<file path="config.mk">
export PLATFORM = sky130hd
export DESIGN_NAME = spi_cmd_ctrl
export DESIGN_NICKNAME = d
export VERILOG_FILES = /design/src/rtl/spi_regs_pkg.sv /design/src/rtl/sync_pulse.sv /design/src/rtl/spi_cmd_ctrl.sv
export SDC_FILE = /design/constraint.sdc
export NUM_CORES = 1
export LEC_CHECK = 0
export ABC_AREA = 1
export ABC_CLOCK_PERIOD_IN_PS = 3200
export CORE_MARGIN = 2
export CORE_UTILIZATION = 45
export DETAILED_ROUTE_END_ITERATION = 10
export PLACE_DENSITY = 0.78
export SYNTH_ARGS = -nofsm -noshare
export SYNTH_HDL_FRONTEND = slang
export SYNTH_HIERARCHICAL = 1
export SYNTH_SLANG_ARGS = --single-unit
</file>
<file path="constraint.sdc">
create_clock -name clk -period 3.2 [get_ports clk]
set_input_delay 0.64 -clock clk [delete_from_list [all_inputs] [get_ports clk]]
set_output_delay 0.64 -clock clk [all_outputs]
set_load 0.1 [all_outputs]
</file>
<file path="src/rtl/spi_regs_pkg.sv">
// Shared definitions for the SPI command sequencer: command bit layout,
// FSM states and register map constants.
package spi_regs_pkg;

  localparam int unsigned CMD_RD_BIT = 7;
  localparam int unsigned CMD_HI_BIT = 6;

  localparam logic [5:0] REG_CTRL    = 6'h00;
  localparam logic [5:0] REG_STATUS  = 6'h01;
  localparam logic [5:0] REG_PERIOD  = 6'h02;
  localparam logic [5:0] REG_DUTY0   = 6'h03;
  localparam logic [5:0] REG_DUTY1   = 6'h04;
  localparam logic [5:0] REG_DUTY2   = 6'h05;
  localparam logic [5:0] REG_DUTY3   = 6'h06;
  localparam logic [5:0] REG_PRESCL  = 6'h07;
  localparam logic [5:0] REG_DEADT   = 6'h08;
  localparam logic [5:0] REG_IRQEN   = 6'h09;
  localparam logic [5:0] REG_IRQST   = 6'h0A;
  localparam logic [5:0] MAX_ADDR    = REG_IRQST;

  typedef enum logic [2:0] {
    ST_IDLE,
    ST_WR_DATA,
    ST_WR_STB,
    ST_RD_FETCH,
    ST_RD_LOAD,
    ST_RD_HOLD
  } state_e;

endpackage

</file>
<file path="src/rtl/sync_pulse.sv">
// N-stage synchroniser; EDGE_DET=1 yields a one-cycle rising-edge pulse,
// EDGE_DET=0 yields the synchronised level.
module sync_pulse #(
  parameter int unsigned STAGES   = 2,
  parameter bit          EDGE_DET = 1'b1
) (
  input  logic clk,
  input  logic rst_n,
  input  logic i_d,
  output logic o_q
);

  logic [STAGES-1:0] r_sync;

  always_ff @(posedge clk or negedge rst_n) begin
    if (!rst_n) r_sync <= '0;
    else        r_sync <= {r_sync[STAGES-2:0], i_d};
  end

  generate
    if (EDGE_DET) begin : g_edge
      logic r_prev;
      always_ff @(posedge clk or negedge rst_n) begin
        if (!rst_n) r_prev <= 1'b0;
        else        r_prev <= r_sync[STAGES-1];
      end
      assign o_q = r_sync[STAGES-1] & ~r_prev;
    end else begin : g_level
      assign o_q = r_sync[STAGES-1];
    end
  endgenerate

endmodule

</file>
<file path="src/rtl/spi_cmd_ctrl.sv">
// Command sequencer: decodes SPI command/data byte pairs from the bridge into
// one-cycle register write/read strobes and supplies read data for miso.
module spi_cmd_ctrl
  import spi_regs_pkg::*;
#(
  parameter int unsigned       SYNC_STAGES = 2,
  parameter int unsigned       ADDR_W      = 6,
  parameter logic [ADDR_W-1:0] MAX_ADDR    = ADDR_W'(spi_regs_pkg::MAX_ADDR)
) (
  input  logic              clk,
  input  logic              rst_n,
  input  logic              cs_n,
  input  logic              byte_sync,
  input  logic [7:0]        data_in,
  output logic [7:0]        data_out,
  output logic [ADDR_W-1:0] reg_addr,
  output logic              reg_hi,
  output logic [7:0]        reg_wdata,
  output logic              reg_we,
  output logic              reg_re,
  input  logic [7:0]        reg_rdata,
  output logic              cmd_err
);

  logic w_byte_evt;
  logic w_cs_sync;

  sync_pulse #(.STAGES(SYNC_STAGES), .EDGE_DET(1'b1)) u_byte_sync (
    .clk   (clk),
    .rst_n (rst_n),
    .i_d   (byte_sync),
    .o_q   (w_byte_evt)
  );

  sync_pulse #(.STAGES(SYNC_STAGES), .EDGE_DET(1'b0)) u_cs_sync (
    .clk   (clk),
    .rst_n (rst_n),
    .i_d   (cs_n),
    .o_q   (w_cs_sync)
  );

  state_e            r_state, w_state_nxt;
  logic [ADDR_W-1:0] r_addr,  w_addr_nxt;
  logic              r_hi,    w_hi_nxt;
  logic [7:0]        r_wdata, w_wdata_nxt;
  logic [7:0]        r_dout,  w_dout_nxt;
  logic              r_we,    w_we_nxt;
  logic              r_re,    w_re_nxt;
  logic              r_err,   w_err_nxt;
  logic              w_cmd_legal;
  logic              w_addr_legal;

  assign w_cmd_legal  = (data_in[ADDR_W-1:0] <= MAX_ADDR);
  assign w_addr_legal = (r_addr <= MAX_ADDR);

  always_ff @(posedge clk or negedge rst_n) begin
    if (!rst_n) begin
      r_state <= ST_IDLE;
      r_addr  <= '0;
      r_hi    <= 1'b0;
      r_wdata <= '0;
      r_dout  <= '0;
      r_we    <= 1'b0;
      r_re    <= 1'b0;
      r_err   <= 1'b0;
    end else begin
      r_state <= w_state_nxt;
      r_addr  <= w_addr_nxt;
      r_hi    <= w_hi_nxt;
      r_wdata <= w_wdata_nxt;
      r_dout  <= w_dout_nxt;
      r_we    <= w_we_nxt;
      r_re    <= w_re_nxt;
      r_err   <= w_err_nxt;
    end
  end

  // Strobes are registered: the read strobe is launched on the command byte so
  // it is visible during RD_FETCH, letting RD_LOAD capture reg_rdata a cycle later.
  always_comb begin
    w_state_nxt = r_state;
    w_addr_nxt  = r_addr;
    w_hi_nxt    = r_hi;
    w_wdata_nxt = r_wdata;
    w_dout_nxt  = r_dout;
    w_we_nxt    = 1'b0;
    w_re_nxt    = 1'b0;
    w_err_nxt   = 1'b0;
    case (r_state)
      ST_IDLE: begin
        if (w_byte_evt && !w_cs_sync) begin
          w_addr_nxt = data_in[ADDR_W-1:0];
          w_hi_nxt   = data_in[CMD_HI_BIT];
          if (data_in[CMD_RD_BIT]) begin
            w_re_nxt    = w_cmd_legal;
            w_err_nxt   = !w_cmd_legal;
            w_state_nxt = ST_RD_FETCH;
          end else begin
            w_state_nxt = ST_WR_DATA;
          end
        end
      end
      ST_WR_DATA: begin
        if (w_cs_sync) begin
          w_err_nxt   = 1'b1;
          w_dout_nxt  = '0;
          w_state_nxt = ST_IDLE;
        end else if (w_byte_evt) begin
          w_wdata_nxt = data_in;
          w_state_nxt = ST_WR_STB;
        end
      end
      ST_WR_STB: begin
        w_we_nxt    = w_addr_legal;
        w_err_nxt   = !w_addr_legal;
        w_state_nxt = ST_IDLE;
      end
      ST_RD_FETCH: begin
        if (w_cs_sync) begin
          w_err_nxt   = 1'b1;
          w_dout_nxt  = '0;
          w_state_nxt = ST_IDLE;
        end else begin
          w_state_nxt = ST_RD_LOAD;
        end
      end
      ST_RD_LOAD: begin
        if (w_cs_sync) begin
          w_err_nxt   = 1'b1;
          w_dout_nxt  = '0;
          w_state_nxt = ST_IDLE;
        end else begin
          w_dout_nxt  = w_addr_legal ? reg_rdata : 8'h00;
          w_state_nxt = ST_RD_HOLD;
        end
      end
      ST_RD_HOLD: begin
        if (w_cs_sync) begin
          w_err_nxt   = 1'b1;
          w_dout_nxt  = '0;
          w_state_nxt = ST_IDLE;
        end else if (w_byte_evt) begin
          w_dout_nxt  = '0;
          w_state_nxt = ST_IDLE;
        end
      end
      default: begin
        w_state_nxt = ST_IDLE;
      end
    endcase
  end

  assign data_out  = r_dout;
  assign reg_addr  = r_addr;
  assign reg_hi    = r_hi;
  assign reg_wdata = r_wdata;
  assign reg_we    = r_we;
  assign reg_re    = r_re;
  assign cmd_err   = r_err;

endmodule

</file>
# Yosys cells after proc, flatten, opt, wreduce, memory -nomap -nowiden
# Cells that the tools add are included.
# op_classes
addsub	0
multipliers	0
div	0
magnitude_cmp	2
n_eq_ne	9
shifts	0
mux	23
bitwise	3
reduce_logical	12
# op_table
operator	n
$mux 8	5
$pmux 8 s3	1
$mux 3	7
$pmux 3 s5	1
$le 6x4->1 const B	2
$reduce_and 3->1	3
$mux 1	7
$eq 3x2->1 const B	2
$eq 3x3->1 const B	2
$ne 3x2->1 const B	2
$reduce_or 4->1	1
$eq 3x1->1 const B	1
$logic_not 1->1	3
$logic_not 3->1	1
$pmux 1 s3	1
$reduce_bool 3->1	1
$mux 2	1
$ne 2x1->1 const B	1
$ne 2x2->1 const B	1
$not 1->1	2
$reduce_and 2->1	1
$reduce_or 2->1	1
$and 1x1->1	1
$logic_and 1x1->1	1
# word_totals
regBits	34
latch_bits	0
ram_bits	0
rom_bits	0
out_inout_bits	26
wordCells	60
n_memories	0

# Depth between registers and ports, before layout
# Gate-level depths: netlist of the first run.
# depth
ltp_word	5
mapped_depth	7
depth_no_buf	7

# Cells and area by module
# The synthesis of the first run kept the hierarchy.
# modules_own_cells
module	instances	cells_each	area_each_um2	seq_area_each_um2
spi_cmd_ctrl	1	169	1343.8	725.7
sync_pulse at u_byte_sync	1	5	85.1	75.1
sync_pulse at u_cs_sync	1	2	50.0	50.0

# Worst setup path before layout of the first run
# Ideal clock, no wire load.
# synth_timing
path_type	reg-to-reg
startpoint	reg r_addr[2], in the netlist reg_addr[2]
endpoint	reg r_dout[0], in the netlist data_out[0]
setup_time_ns	0.122
arrival_time_ns	1.480
slack_ns	1.598
stages_incl_launch_ff	8
cell_sequence	dfrtp_1 -> inv_1 -> nand2_1 -> nand2_1 -> nand2_1 -> inv_1 -> nand2_1 -> nand2_1
# synth_via
elab_chain_len	4
# synth_rtl
item	line	rtl
start, declared	spi_cmd_ctrl.sv:43	logic [ADDR_W-1:0] r_addr, w_addr_nxt;
start signal, assigned	spi_cmd_ctrl.sv:68	r_addr <= w_addr_nxt;
$le 6x4->1	spi_cmd_ctrl.sv:54	assign w_addr_legal = (r_addr <= MAX_ADDR);
$mux 8	spi_cmd_ctrl.sv:133	w_dout_nxt = w_addr_legal ? reg_rdata : 8'h00;
$mux 8	spi_cmd_ctrl.sv:128	if (w_cs_sync) begin
$pmux 8 s3	spi_cmd_ctrl.sv:89	case (r_state)
end signal, assigned	spi_cmd_ctrl.sv:71	r_dout <= w_dout_nxt;
end, declared	spi_cmd_ctrl.sv:46	logic [7:0] r_dout, w_dout_nxt;
# No other way between the ends.
# A chain may end at the register's enable or synchronous reset.

# Worst setup path after layout of the first run
# layout_timing
startpoint	reg r_addr[1], in the netlist reg_addr[1]
endpoint	out reg_addr[1]
# layout_rtl
item	line	rtl
end, declared	spi_cmd_ctrl.sv:16	output logic [ADDR_W-1:0] reg_addr,
# No word-level cell between the ends.

==> summary.md, run 1 <==
| Metric | Value |
|---|---|
| Outcome | `complete, no violations` |
| DRT Wirelength | `2876 um` |
| Yosys Warn Count | `6` |
| Worst-path maximum fanout | `3` |
| DRT iter0 DRCs | `48` |
| Max H-tree Level | `2` |
| Area grow syn2layout | `34.09%` |
| Commonest non-fill, non-tap cell in the layout | `nand2_1` |
| CTS Buffer Depth | `2` |
| Slowest-stage cell, CP | `dfrtp_1` |
| Resized cells post-CTS | `0` |
| Post-Syn Nets | `196` |
| Initial antenna violation count | `0` |
| Ports | `46` |
| Dpl cell area | `1919 um^2` |
| Worst hold path stage count | `0` |
| Post CTS Setup Buffer Count | `0` |
| Commonest non-fill, non-tap cells in the layout | `nand2_1 (75), dfrtp_1 (34), buf_4 (27)` |
| Nets | `248` |
| Vias/cell | `4.516` |
| # diodes | `0` |
| Die Y | `61.33 um` |
| Cell Chain, Critical Path | `buf_4` |
| CTS Buf Count | `5` |
| Worst skew pair latency | `0.33 ns` |
| Routability cong. | `0.8220` |
| CP Class | `reg -> out` |
| Largest net degree at the start of global routing | `35` |
| Reg2Reg Setup Slack | `1.90 ns` |
| CTS tree | `done` |
| Finished Cell Area | `1983 um^2` |
| Cells after Synth | `176` |
| Synth Register Bits | `34` |
| Worst Setup Slack, final | `1.550 ns` |
| Clock sinks | `34` |
| CP Launch Type | `flop` |
| First-pass GRT wire length | `4899 um` |
| Die footprint | `3761 um^2` |
| Worst EP arrival | `1.01 ns` |
| Min Hold Slack | `0.3584 ns` |
| FP Rows | `20` |
| Worst Setup End Kind | `primary output` |
| Vias post-DR | `1,233` |
| Unrepaired setup endpoints after global routing | `no` |
| Synth cell types | `18` |
| Post-CTS Hold Buffers | `0` |
| DPL Wire Length | `2228 um` |
| Fin Setup TNS | `0 ns` |
| Core area | `3078 um^2` |
| Worst Reg-to-Reg Cells | `6` |
| CTS root buf | `clkbuf_4` |
| DRC Markers | `0` |
| Initial core utilization | `48.05%` |
| Grt total ovfl | `0` |
| Crit path depth | `1` |
| Post-route ant nets | `0` |
| Post-synthesis sequential area ratio | `57.53%` |
| Die width | `61.33 um` |
| Fmax | `605.9 MHz` |
| Buffers on Ports | `45` |
| Critical Path RT | `2.56 ns` |
| Routed wire per std cell | `10.53 um` |
| Syn avg cell area | `8.403 um^2` |
| Worst-path clk slew | `0.10 ns` |
| Period minus WS final | `1.650 ns` |
| Tcrit/Tclk final | `51.57%` |
| Max Slew Vio Count | `0` |
| Delay-heaviest family, CP | `flip-flops` |
| Max Cap Viol | `0` |
| Least-Margin Pin Slew | `0.4059 ns` |
| Vias in the first global route | `1,095` |
| Layout fillers | `267` |
| Drt first pass iters | `4` |
| Hold Crit Class | `reg -> reg` |
| Worst Clk Skew | `0.002734 ns` |
| Crit-path max cell delay | `0.38 ns` |
| Share of cells above drive strength 1 | `20.52%` |
| Final hold vios | `0` |
| Dpl ws | `1.578 ns` |
| GRT Util Overall | `18.48%` |
| Slew margin rel. | `72.94%` |
| Final setup viols | `0` |
| Synthesized area | `1479 um^2` |
| WP buf/inv | `1` |
-- synth_stat cells, drive strengths merged --
cell type,number,area [um^2]
a21oi,1,8.760
buf,1,7.510
dfrtp,34,850.8
inv,21,78.83
nand2,77,299.0
nand3,8,45.04
nor2,21,115.1
nor3,2,15.01
o2111ai,1,8.760
o21ai,10,50.05
-- path summary, 6_finish.rpt --
| kind | startpoint | to |
|---|---|---|
| max in group asynchronous | rst_n | reg_wdata[7]$_DFFE_PN0P_ |
| min in group asynchronous | rst_n | reg_addr[3]$_DFFE_PN0P_ |
| worst max register to register | r_state[1]$_DFFE_PN0P_ | reg_addr[1]$_DFFE_PN0P_ |
| worst min register to register | u_cs_sync/r_sync[0]$_DFF_PN0_ | u_cs_sync/r_sync[1]$_DFF_PN0_ |
| worst max-delay path | reg_addr[1]$_DFFE_PN0P_ | reg_addr[1] |
| worst min-delay path | u_cs_sync/r_sync[0]$_DFF_PN0_ | u_cs_sync/r_sync[1]$_DFF_PN0_ |
-- area by class of cell --
type / instances / area [um^2] / share of cell area (%)
flip-flops and latches: 34 / 850.8 / 42.90
inverters: 21 / 78.83 / 3.975
multi-input cells: 120 / 541.8 / 27.32
well taps: 44 / 55.05 / 2.776
clock inverters: 2 / 12.51 / 0.6309
repair buffers: 46 / 392.9 / 19.81
clock buffers: 6 / 51.30 / 2.587
-- sequential cells by signal, indices dropped and copies added (netlist names) --
| signal | count |
|---|---|
| u_byte_sync/g_edge.r_prev | 1 |
| r_state | 3 |
| u_cs_sync/r_sync | 2 |
| reg_hi | 1 |
| u_byte_sync/r_sync | 2 |
| reg_re | 1 |
| reg_wdata | 8 |
| data_out | 8 |
| reg_we | 1 |
| cmd_err | 1 |
| reg_addr | 6 |
-- per-stage QoR --
stage	instances	util [%]
after global placement	265	62.36
after floorplan	176	-
after CTS	273	64.43
after global routing	273	64.43
final	273	64.43
after detailed placement	265	62.36
-- metal layers --
metal | wire length [um] | global-route usage (%) | up-vias
li1 | - | - | 645
met1 | 1282 | 23.70 | 547
met2 | 1407 | 28.42 | 37
met3 | 131 | 6.303 | 4
met4 | 55 | 8.385 | 0
met5 | 0 | 0 | -
-- cell families (layout without fill, tap and decap cells) --
family,count (synthesis),in the layout,synth area share (%)
and+or+nand+nor,108,108,32.06
DFF,34,34,57.53
buffers and inverters,22,75,5.838
AOI/OAI and AO/OA,12,12,4.569
Power of run 1 is not shown: default switching activity piles up to over one toggle a cycle in this logic, so the estimate is an artifact.
==> run 2, diff against run 1 <==
--- a/config.mk
+++ b/config.mk
@@ -6,11 +6,11 @@
 export NUM_CORES = 1
 export LEC_CHECK = 0
 export ABC_AREA = 1
-export ABC_CLOCK_PERIOD_IN_PS = 3200
+export ABC_CLOCK_PERIOD_IN_PS = 1400
 export CORE_MARGIN = 2
-export CORE_UTILIZATION = 45
+export CORE_UTILIZATION = 41
 export DETAILED_ROUTE_END_ITERATION = 10
-export PLACE_DENSITY = 0.78
+export PLACE_DENSITY = 0.75
 export SYNTH_ARGS = -nofsm -noshare
 export SYNTH_HDL_FRONTEND = slang
 export SYNTH_HIERARCHICAL = 1
==> constraint.sdc (replaced) <==
create_clock -name clk -period 1.4 [get_ports clk]
set_input_delay 0.28 -clock clk [delete_from_list [all_inputs] [get_ports clk]]
set_output_delay 0.28 -clock clk [all_outputs]
set_load 0.1 [all_outputs]
==> run 2 against run 1 <==
  * Global-route usage down 0.45 points
  * Final area up 19%
  * Worst setup slack worse by 1.5 ns
  * Critical path type is now reg -> reg
  * Critical endpoint is now cmd_err$_DFF_PN0_
==> summary.md, run 2 (synthesized netlist as in run 1, its figures left out) <==
| Metric | Value |
|---|---|
| CTS root buf | `clkbuf_4` |
| FP Rows | `21` |
| Die Y | `64.06 um` |
| Layout fillers | `246` |
| Worst skew pair latency | `0.33 ns` |
| Routability cong. | `0.9145` |
| Vias in the first global route | `1,211` |
| Share of cells above drive strength 1 | `24.89%` |
| Area grow syn2layout | `59.64%` |
| Final setup viols | `0` |
| Cells after DPL | `267` |
| Vias/cell | `4.742` |
| Final hold vios | `0` |
| Max Slew Vio Count | `0` |
| Tcrit/Tclk final | `95.56%` |
| CTS tree | `done` |
| Post-route ant nets | `0` |
| Commonest non-fill, non-tap cells in the layout | `nand2_1 (75), buf_12 (27), dfrtp_1 (25)` |
| Worst-path maximum fanout | `5` |
| Worst Setup End Kind | `flop` |
| Fmax | `747.4 MHz` |
| Worst EP arrival | `1.59 ns` |
| Period minus WS final | `1.338 ns` |
| Die width | `64.06 um` |
| Slew margin rel. | `82.48%` |
| Core area | `3390 um^2` |
| Hold Crit Class | `in -> async` |
| Clock sinks | `34` |
| CP Launch Type | `flop` |
| Drt first pass iters | `4` |
| Max Cap Viol | `0` |
| Worst Clk Skew | `0.02085 ns` |
| Crit-path max cell delay | `0.49 ns` |
| DRC Markers | `0` |
| Initial core utilization | `43.63%` |
| DR top layer | `met4` |
| Buffers on Ports | `45` |
| DPL Wire Length | `2546 um` |
| Ports | `46` |
| Worst-path clk slew | `0.11 ns` |
| First-pass GRT wire length | `5616 um` |
| Nets | `252` |
| Largest net degree at the start of global routing | `35` |
| Met1 WL | `1385 um` |
| Critical Path RT | `1.65 ns` |
| Post-Layout Cell Count | `279` |
| Least-Margin Pin Slew | `0.2625 ns` |
| Outcome | `complete, no violations` |
| DRT iter0 DRCs | `63` |
| Initial antenna violation count | `0` |
| Slowest-stage cell, CP | `dfrtp_2` |
| CTS Buf Count | `5` |
| Commonest non-fill, non-tap cell in the layout | `nand2_1` |
| Met2 WL post-DR | `1725 um` |
| Max H-tree Level | `2` |
| Multi-input logic area | `560.5 um^2` |
| Die footprint | `4104 um^2` |
| Vias post-DR | `1,323` |
| Most used cell, CP | `nand3_1` |
| GRT Util Overall | `18.03%` |
| DRT Wirelength | `3327 um` |
| Grt total ovfl | `0` |
| Routed wire per std cell | `11.92 um` |
| CP Class | `reg -> reg` |
| Post-CTS Hold Buffers | `0` |
| Seq. cell area | `862.1 um^2` |
| # diodes | `0` |
| CTS Buffer Depth | `2` |
| WL met3 | `186 um` |
| Cell Chain, Critical Path | `nor2_2 > nand2_2 > nor2_4 > buf_4 > nand3_1 > nand3_1` |
## run 2: changes by cell type in the layout (fill, tap and decap cells not counted), sizes merged
| cell | delta |
|---|---|
| clkinv | -1 |
| clkbuf | +2 |
| clkinvlp | -1 |
| buf | +3 |
| nor2 | +1 |
## run 2: cell type report
class | instances | share of cell area [%]
clock buffer | 8 | 2.067
inverter | 21 | 3.339
multi-input combinational | 121 | 23.74
sequential | 34 | 36.51
tap | 46 | 2.438
timing repair buffer | 49 | 31.90
## run 2: repair_timing
item                                    CTS  global route
buffers inserted                          0             3
endpoints found under the setup margin    0            15
gates resized for setup                   0             5
## run 2: worst max-delay path: cells and delay by family (launching register included)
family                 cells  cell delay, ns
buffers and inverters      1            0.13
flip-flops                 1            0.49
AND/OR/NAND/NOR            5            0.64
## run 2: final timing paths
check	startpoint	endpoint	slack, ns	cells after the start
max	r_state[1]$_DFFE_PN0P_	cmd_err$_DFF_PN0_	0.06	6
min	rst_n	reg_wdata[6]$_DFFE_PN0P_	0.30	2
max reg2reg	r_state[1]$_DFFE_PN0P_	cmd_err$_DFF_PN0_	0.06	6
min reg2reg	u_byte_sync/r_sync[0]$_DFF_PN0_	u_byte_sync/r_sync[1]$_DFF_PN0_	0.36	0
max in group asynchronous	rst_n	r_state[2]$_DFFE_PN0P_	0.89	2
min in group clk	u_byte_sync/r_sync[0]$_DFF_PN0_	u_byte_sync/r_sync[1]$_DFF_PN0_	0.36	0
## run 2: per-layer routing
| metal | GRT usage, % | up-vias |
|---|---|---|
| met5 | 0 | - |
| met4 | 4.891 | 0 |
| met3 | 6.514 | 2 |
| met1 | 24.07 | 626 |
| li1 | - | 650 |
| met2 | 27.73 | 45 |
## run 2: metrics by stage
step	hold WS, ns	worst slack (ns)	util, %	setup TNS [ns]	area [um^2]
after CTS	0.3125	0.01484	68.33	0	2316
after detailed placement	0.3373	0.04837	66.89	0	2267
after global placement	0.3329	0.1148	66.89	0	2267
after floorplan	-0.01559	0.09477	-	0	1486
final	0.2991	0.06210	69.66	0	2361
after global routing	0.3029	-0.00004197	69.66	-0.00004197	2361
Power of run 2 is left out for the same reason.
==> run 3, diff against run 2 <==
--- a/config.mk
+++ b/config.mk
@@ -11,6 +11,7 @@
 export CORE_UTILIZATION = 41
 export DETAILED_ROUTE_END_ITERATION = 10
 export PLACE_DENSITY = 0.75
+export RECOVER_POWER = 50
 export SYNTH_ARGS = -nofsm -noshare
 export SYNTH_HDL_FRONTEND = slang
 export SYNTH_HIERARCHICAL = 1
==> run 3 against run 2 <==
  * Die area unchanged
  * Worst setup slack improved by 0.0016 ns
  * Register-to-register slack about the same
  * Maximum frequency increased by 0.12%
  * Wire length decreased by 0.21%
  * Non-clock buffer count unchanged
  * Final area decreased by 3.8%
  * Sequential share of layout area increased by 1.4 points
  * Clock skew about the same
  * Flip-flop and latch count unchanged
  * Count of clock-buffer cells in the layout unchanged
  * Final cell count unchanged
==> summary.md, run 3 (synthesized netlist as in run 1, its figures left out) <==
| Metric | Value |
|---|---|
| Initial core utilization | `43.63%` |
| Routability cong. | `0.9145` |
| CTS root buf | `clkbuf_4` |
| FP Rows | `21` |
| Min Hold Slack | `0.3566 ns` |
| DPL Wire Length | `2546 um` |
| Worst EP arrival | `1.59 ns` |
| RR Startpoint | `r_state[1]$_DFFE_PN0P_` |
| DRT iter0 DRCs | `61` |
| Final hold vios | `0` |
| Crit path depth | `6` |
| Vias/cell | `4.703` |
| CP Class | `reg -> reg` |
| Vias post-DR | `1,312` |
| CP Launch Type | `flop` |
| Commonest non-fill, non-tap cells in the layout | `nand2_1 (75), dfrtp_1 (25), buf_12 (20)` |
| DRC Markers | `0` |
| Ports | `46` |
| Period minus WS final | `1.336 ns` |
| Layout fillers | `259` |
| Drt first pass iters | `4` |
| Tcrit/Tclk final | `95.45%` |
| Post-route ant nets | `0` |
| Initial antenna violation count | `0` |
| DRT Wirelength | `3320 um` |
| Reg2Reg Setup Slack | `0.06 ns` |
| Worst Setup End Kind | `flop` |
| Core area | `3390 um^2` |
| Nets | `252` |
| Fmax | `748.3 MHz` |
| Commonest non-fill, non-tap cell in the layout | `nand2_1` |
| Hold Crit Class | `reg -> reg` |
| Cell Chain, Critical Path | `nor2_2 > nand2_2 > nor2_4 > buf_4 > nand3_1 > nand3_1` |
| Vias in the first global route | `1,211` |
| GRT Util Overall | `18.03%` |
| Area grow syn2layout | `53.55%` |
| Die Y | `64.06 um` |
| Buffers on Ports | `45` |
| CTS tree | `done` |
| CTS Buf Count | `5` |
| CTS Buffer Depth | `2` |
| Outcome | `complete, no violations` |
| Least-Margin Pin Slew | `0.8097 ns` |
| Max Cap Viol | `0` |
| Die width | `64.06 um` |
| Worst skew pair latency | `0.33 ns` |
| Max Slew Vio Count | `0` |
| Slew margin rel. | `46.02%` |
| Reg2Reg Capture Point | `cmd_err$_DFF_PN0_` |
| Largest net degree at the start of global routing | `35` |
| Worst Clk Skew | `0.02110 ns` |
| Worst-path maximum fanout | `5` |
| # diodes | `0` |
| Grt total ovfl | `0` |
| Die footprint | `4104 um^2` |
| Most used cell, CP | `nand3_1` |
| Share of cells above drive strength 1 | `24.89%` |
| Clock sinks | `34` |
| Critical path origin | `r_state[1]$_DFFE_PN0P_` |
| Worst Reg-to-Reg Cells | `6` |
| WP buf/inv | `1` |
| Critical Path RT | `1.66 ns` |
| Final setup viols | `0` |
| Max H-tree Level | `2` |
| Delay-heaviest family, CP | `simple AND/OR/NAND/NOR gates` |
| Worst-path clk slew | `0.11 ns` |
| Routed wire per std cell | `11.90 um` |
| Slowest-stage cell, CP | `dfrtp_2` |
| CP endpoint | `cmd_err$_DFF_PN0_` |
| Crit-path max cell delay | `0.49 ns` |
| First-pass GRT wire length | `5616 um` |
| Post-CTS Hold Buffers | `0` |
==> run 3: cell count changes in the layout (fill, tap and decap cells not counted) <==
| cell | before | now |
|---|---|---|
| buf_12 | 27 | 20 |
| dlygate4sd3_1 | 0 | 3 |
| clkbuf_2 | 0 | 1 |
| clkbuf_4 | 5 | 11 |
| clkdlybuf4s50_1 | 19 | 16 |
==> run 3: cell type report <==
type                            count  area [um^2]  area share [%]
Clock buffer                        8        48.80           2.149
Inverter                           21        78.83           3.471
Multi-Input combinational cell    121        560.5           24.68
Sequential cell                    34        862.1           37.96
Tap cell                           46        57.56           2.534
Timing Repair Buffer               49        663.1           29.20
==> run 3: worst reg2reg max path: stages (launching register included) <==
cell and delay [ns]:
dfrtp_2 0.49, nor2_2 0.18, nand2_2 0.13, nor2_4 0.18, buf_4 0.13, nand3_1 0.08
nand3_1 0.08
==> run 3: worst min path at each step <==
| stage | start | endpoint | slack [ns] | cells past startpoint |
|---|---|---|---|---|
| CTS | rst_n | reg_wdata[6]$_DFFE_PN0P_ | 0.31 | 2 |
| global placement | u_byte_sync/r_sync[0]$_DFF_PN0_ | u_byte_sync/r_sync[1]$_DFF_PN0_ | 0.33 | 0 |
| finish | u_byte_sync/r_sync[0]$_DFF_PN0_ | u_byte_sync/r_sync[1]$_DFF_PN0_ | 0.36 | 0 |
| detailed placement | u_byte_sync/r_sync[0]$_DFF_PN0_ | u_byte_sync/r_sync[1]$_DFF_PN0_ | 0.34 | 0 |
| floorplan | rst_n | cmd_err$_DFF_PN0_ | -0.02 | 0 |
| global route | u_cs_sync/r_sync[0]$_DFF_PN0_ | u_cs_sync/r_sync[1]$_DFF_PN0_ | 0.38 | 0 |
==> run 3: metal layers <==
layer / vias up / global-route usage (%) / routed length [um] / part of all wire [%]
met4: 0 / 4.891 / 31 / 0.93
met5: - / 0 / 0 / 0
li1: 649 / - / - / -
met2: 39 / 27.73 / 1724 / 52
met3: 2 / 6.514 / 161 / 4.8
met1: 622 / 24.07 / 1403 / 42
==> run 3: timing repair <==
item / in CTS / in global routing
setup buffers: 0 / 3
setup endpoints to repair: 0 / 15
resized for setup: 0 / 5
==> run 3: stage by stage <==
step / TNS (ns) / cell area [um^2] / setup WS [ns] / instances / util [%]
floorplan: 0 / 1486 / 0.09477 / 176 / -
global placement: 0 / 2267 / 0.1148 / 267 / 66.89
global route: -0.00004197 / 2271 / -0.00004197 / 279 / 67.00
detailed placement: 0 / 2267 / 0.04837 / 267 / 66.89
CTS: 0 / 2316 / 0.01484 / 275 / 68.33
finish: 0 / 2271 / 0.06367 / 279 / 67.00
Power of run 3 is left out for the same reason.
